## src/rtl/gate_seq_ctrl.sv

```systemverilog
// gate_seq_ctrl: measurement sequencer; clears the BCD counter, opens an exact gate, settles, then
// issues the display latch strobe aligned to a fresh vblank rising edge (or after a timeout).
module gate_seq_ctrl #(
  parameter int CLK_HZ        = 50_000_000,
  parameter int SETTLE_CYCLES = 8,
  parameter int STROBE_CYCLES = 4,
  parameter int VB_TIMEOUT    = 2_000_000
) (
  input  logic       clk,
  input  logic       reset,
  input  logic       run,
  input  logic [1:0] gate_sel,
  input  logic       vblank_async,
  input  logic       cnt_ovf,
  output logic       cnt_clr,
  output logic       cnt_en,
  output logic       strobe,
  output logic       range_ovf,
  output logic [1:0] gate_sel_q,
  output logic       vb_miss,
  output logic       busy
);
  localparam logic [31:0] G0 = 32'(CLK_HZ);
  localparam logic [31:0] G1 = 32'(CLK_HZ / 10);
  localparam logic [31:0] G2 = 32'(CLK_HZ / 100);
  localparam logic [31:0] G3 = 32'(CLK_HZ / 1000);
  typedef enum logic [2:0] {IDLE, CLEAR, GATE, SETTLE, WAIT_VB, LATCH} state_t;
  state_t      state_q, state_d;
  logic [31:0] cnt_q, cnt_d, tmo_q, tmo_d, glen;
  logic [2:0]  vb_q, vb_d;
  logic [1:0]  sel_q, sel_d, lsel_q, lsel_d;
  logic        ovf_acc_q, ovf_acc_d, lovf_q, lovf_d, lmiss_q, lmiss_d, vb_rise;
  assign glen = gate_sel == 2'd0 ? G0 : gate_sel == 2'd1 ? G1 : gate_sel == 2'd2 ? G2 : G3;
  // vb_q[1:0] is the two-flop synchronizer, vb_q[2] the previous synchronized level
  assign vb_rise = vb_q[1] & ~vb_q[2];
  always_comb begin
    state_d   = state_q;
    cnt_d     = cnt_q;
    tmo_d     = tmo_q;
    sel_d     = sel_q;
    ovf_acc_d = ovf_acc_q;
    lsel_d    = lsel_q;
    lovf_d    = lovf_q;
    lmiss_d   = lmiss_q;
    vb_d      = {vb_q[1:0], vblank_async};
    case (state_q)
      IDLE: state_d = run ? CLEAR : IDLE;
      CLEAR: begin
        state_d   = GATE;
        sel_d     = gate_sel;
        ovf_acc_d = 1'b0;
        cnt_d     = glen - 32'd1;
      end
      GATE: begin
        ovf_acc_d = ovf_acc_q | cnt_ovf;
        cnt_d     = cnt_q == '0 ? 32'(SETTLE_CYCLES - 1) : cnt_q - 32'd1;
        state_d   = cnt_q == '0 ? SETTLE : GATE;
      end
      SETTLE: begin
        ovf_acc_d = ovf_acc_q | cnt_ovf;
        cnt_d     = cnt_q - 32'd1;
        tmo_d     = '0;
        state_d   = cnt_q == '0 ? WAIT_VB : SETTLE;
      end
      WAIT_VB: begin
        tmo_d = tmo_q + 32'd1;
        if (vb_rise || tmo_q == 32'(VB_TIMEOUT - 1)) begin
          state_d = LATCH;
          cnt_d   = 32'(STROBE_CYCLES - 1);
          lovf_d  = ovf_acc_q;
          lsel_d  = sel_q;
          lmiss_d = ~vb_rise;
        end
      end
      LATCH: begin
        cnt_d   = cnt_q - 32'd1;
        state_d = cnt_q != '0 ? LATCH : run ? CLEAR : IDLE;
      end
      default: state_d = IDLE;
    endcase
  end
  always_ff @(posedge clk or posedge reset)
    if (reset) begin
      state_q   <= IDLE;
      cnt_q     <= '0;
      tmo_q     <= '0;
      sel_q     <= '0;
      ovf_acc_q <= 1'b0;
      lsel_q    <= '0;
      lovf_q    <= 1'b0;
      lmiss_q   <= 1'b0;
      vb_q      <= '0;
    end else begin
      state_q   <= state_d;
      cnt_q     <= cnt_d;
      tmo_q     <= tmo_d;
      sel_q     <= sel_d;
      ovf_acc_q <= ovf_acc_d;
      lsel_q    <= lsel_d;
      lovf_q    <= lovf_d;
      lmiss_q   <= lmiss_d;
      vb_q      <= vb_d;
    end
  assign cnt_clr    = state_q == CLEAR;
  assign cnt_en     = state_q == GATE;
  assign strobe     = state_q == LATCH;
  assign busy       = state_q != IDLE;
  assign range_ovf  = lovf_q;
  assign gate_sel_q = lsel_q;
  assign vb_miss    = lmiss_q;
endmodule
```

## config.mk

```make
export PLATFORM = sky130hd
export DESIGN_NAME = gate_seq_ctrl
export DESIGN_NICKNAME = d
export VERILOG_FILES = /design/src/rtl/gate_seq_ctrl.sv
export SDC_FILE = /design/constraint.sdc
export NUM_CORES = 1
export LEC_CHECK = 0
export CORE_MARGIN = 2
export CORE_UTILIZATION = 47
export DETAILED_ROUTE_END_ITERATION = 16
export GPL_TIMING_DRIVEN = 0
export SLEW_MARGIN = 0
export SYNTH_ARGS = -nofsm -noshare
export SYNTH_HDL_FRONTEND = slang
export SYNTH_SLANG_ARGS = --single-unit
```

## constraint.sdc

```tcl
create_clock -name clk -period 6.9 [get_ports clk]
set_input_delay 0.69 -clock clk [delete_from_list [all_inputs] [get_ports clk]]
set_output_delay 0.69 -clock clk [all_outputs]
set_load 0.03 [all_outputs]
```

==> impl_metrics.json <==
{
  "finalCritPeriodShare_pct": 43.0,
  "synth_cell_types": 57,
  "synth-seq-area-share_pct": 45.4,
  "cp_max_fo": 10,
  "relSlewSlack_pct": 40.3,
  "synth_ff_type": "dfrtp_1",
  "setup_ws_ns": 3.93,
  "p_per_area_nw_per_um2": 228,
  "drt_first_pass_iters": 5,
  "use_met2_pct": 37.8,
  "antenna_found_initial": 0,
  "top_usage_layer": "met2",
  "syn_to_final_growth_pct": 10.9,
  "cts_tree": "built",
  "met1_usage_pct": 29.5,
  "min_path_cells": 0,
  "p_total_mw": 1.07,
  "tns_ns": 0,
  "synth-edff-count": 0,
  "yosys_warnings": 0,
  "reg2reg_slack_ns": 3.93,
  "antenna_cells": 0,
  "drc": 0,
  "critPathRequiredTime_ns": 7.15,
  "ios": 15,
  "grt_util_met3_pct": 4.96,
  "rsz0062_at_grt": "false",
  "grt_pass1_wl_um": 17800,
  "cp-end-kind": "flop",
  "start_util_pct": 48.7,
  "cp.arrival_ns": 3.22,
  "clk_latency_ns": 0.36,
  "io_buffers": 14,
  "clockBufferDepth": 2,
  "drv_slew": 0,
  "drt_wl_total_um": 10300,
  "r2r_start": "tmo_q[0]",
  "clkSlewWorstSetupHoldPaths_ns": 0.08,
  "grt_max_degree": 41,
  "grt_pass1_vias": 3553,
  "hold_path.class": "flop to flop",
  "root_buffer": "clkbuf_8",
  "netlist_area_um2": 4250,
  "min_from": "vb_q[0]",
  "nets": 516,
  "cts_setup_buffers": 0,
  "grtUsageTotal_pct": 22.8,
  "clock_sinks": 77,
  "min_to": "vb_q[1]",
  "syn_inst": 473,
  "numCtsBuffers": 9,
  "wl_per_cell_um": 16.8,
  "cap_violations": 0,
  "dieArea_um2": 9810,
  "die_w_um": 99.0,
  "tightest_slew_ns": 0.895,
  "cts-hold-fix-buffers": 0,
  "htreeDepth": 3,
  "status": "finished clean",
  "min_period_ns": 2.97,
  "hold_viol_final": 0,
  "fin_skew_ns": 0.00770,
  "antenna_left": 0,
  "grt_overflow": 0,
  "synth_nets": 490,
  "place.gp.congestion": 0.843,
  "dp_slack_ns": 3.93,
  "timing.rr.end": "cnt_q[21]",
  "final_core_util_pct": 54.0,
  "via_per_inst": 5.90,
  "hpwl_um": 7270,
  "async_reset_ff_share_pct": 100,
  "cts_resized": 0,
  "timing.fmax_ghz": 0.337,
  "peakVddDrop_uv": 137,
  "stdcell_count": 612,
  "power.static_leakage_nw": 2.06,
  "drive_gt1_share_pct": 6.55,
  "startpoint_type": "flop",
  "setup.worst_path.class": "flop to flop",
  "nFillCells": 798,
  "vias": 3609,
  "reg2reg_depth": 8,
  "drt_iter0_markers": 164,
  "num_rows": 34,
  "finalSetupViolCount": 0,
  "synth_seq_cells": 77,
  "syn_area_per_cell_um2": 8.98,
  "coreArea_um2": 8720,
  "die_height_um": 99.0,
  "place_inst": 596
}
==> Yosys cell counts, drive strengths merged (2+ instances only) <==
cell,count,area share (%)
nand3,24,2.8
o21ai,45,5.3
inv,18,1.6
buf,6,1.0
a22o,4,0.83
nand2,60,5.3
nand3b,2,0.35
nand2b,4,0.59
a21oi,24,2.8
or4,3,0.53
dfrtp,77,45
and4,2,0.41
o211ai,9,1.6
and3,10,1.5
o31a,2,0.41
clkbuf,14,1.2
nor4,12,1.8
mux2i,11,2.6
nand4,9,1.3
a31oi,10,1.5
nor2,33,3.1
a21o,5,0.88
o31ai,10,1.8
o22ai,3,0.44
a211o,2,0.41
o41ai,5,1.0
nor2b,4,0.59
or2,5,0.74
or3,9,1.6
nor3,10,1.2
mux2,4,1.1
ha,10,2.9
nor3b,3,0.53
a221o,3,0.71
and2,4,0.59
nor4b,2,0.41
==> layout make-up <==
type                    instances  area (um^2)  share of cell area (%)
plain buffers                  20         96.3                    2.05
clock buffers                  10          128                    2.71
clock inverters                 6         38.8                   0.824
inverters                      18         70.1                    1.49
multi-input cells             358         2150                    45.7
flip-flops and latches         77         1930                    40.9
well taps                     108          135                    2.87
repair buffers                 15          160                    3.40
==> through the flow <==
stage | hold WS, ns | cell area, um^2
final | 0.357 | 4710
after CTS | 0.363 | 4710
after floorplan | 0.331 | 4250
after global routing | 0.387 | 4710
after detailed placement | 0.343 | 4540
after global placement | 0.335 | 4520
==> worst max-delay path by stage <==
stage             start  slack [ns]  cells past startpoint       endpoint
5_1_grt        tmo_q[0]        3.67                      8      cnt_q[21]
3_5_place_dp   tmo_q[0]        3.93                      8      cnt_q[21]
2_1_floorplan     reset        4.24                      1       cnt_q[0]
4_1_cts        tmo_q[0]        3.93                      8      cnt_q[21]
6_report       tmo_q[0]        3.93                      8      cnt_q[21]
3_3_place_gp      reset        2.86                      2  gate_sel_q[0]
==> cells in the final DEF, fill, tap and decap left out, drive strengths merged, types with 10 or more instances in the layout <==
cell type,Yosys,routed
o31ai,10,10
mux2i,11,11
inv,18,19
nand2,60,60
clkdlybuf4s50,0,14
nor3,10,10
nor2,33,33
nand3,24,24
clkbuf,14,24
nor4,12,12
a31oi,10,10
dfrtp,77,77
ha,10,10
o21ai,45,45
and3,10,10
a21oi,24,24
==> worst max-delay path, stage by stage, from the launching register on <==
cell and delay [ns]:
dfrtp_1 0.41, ha_1 0.23, and4_1 0.30, nand4_1 0.12
o21ai_0 0.60, and2_1 0.31, clkbuf_1 0.44, o21ai_0 0.18
a22o_1 0.26
==> kinds of logic (layout without fill, tap and decap cells) <==
family | count (synthesis) | in the layout | synth area share (%)
multiplexers | 15 | 15 | 3.65
XOR/XNOR | 2 | 2 | 0.413
AO/OA/AOI/OAI | 130 | 130 | 19.3
adder cells (fa/ha/maj) | 10 | 10 | 2.95
buffers and inverters | 38 | 69 | 3.86
AND/OR/NAND/NOR | 201 | 201 | 24.4
flip-flops | 77 | 77 | 45.4
==> power by group <==
group	internal, mW	switching (mW)	total, mW
clock network	0.130	0.178	0.309
logic	0.0803	0.121	0.202
registers	0.509	0.0554	0.564
==> sequential cells by signal, summed over array words and instances (netlist names) <==
signal / flops
ovf_acc_q: 1
range_ovf: 1
sel_q: 2
cnt_q: 32
vb_q: 3
vb_miss: 1
state_q: 3
tmo_q: 32
gate_sel_q: 2
==> metal layers <==
metal	vias to the layer above	part of all wire (%)
li1	1789	-
met1	1719	45
met2	86	49
met3	15	4.0
met4	0	1.7
met5	-	0
Note: power is estimated with default switching activity, not from simulation.
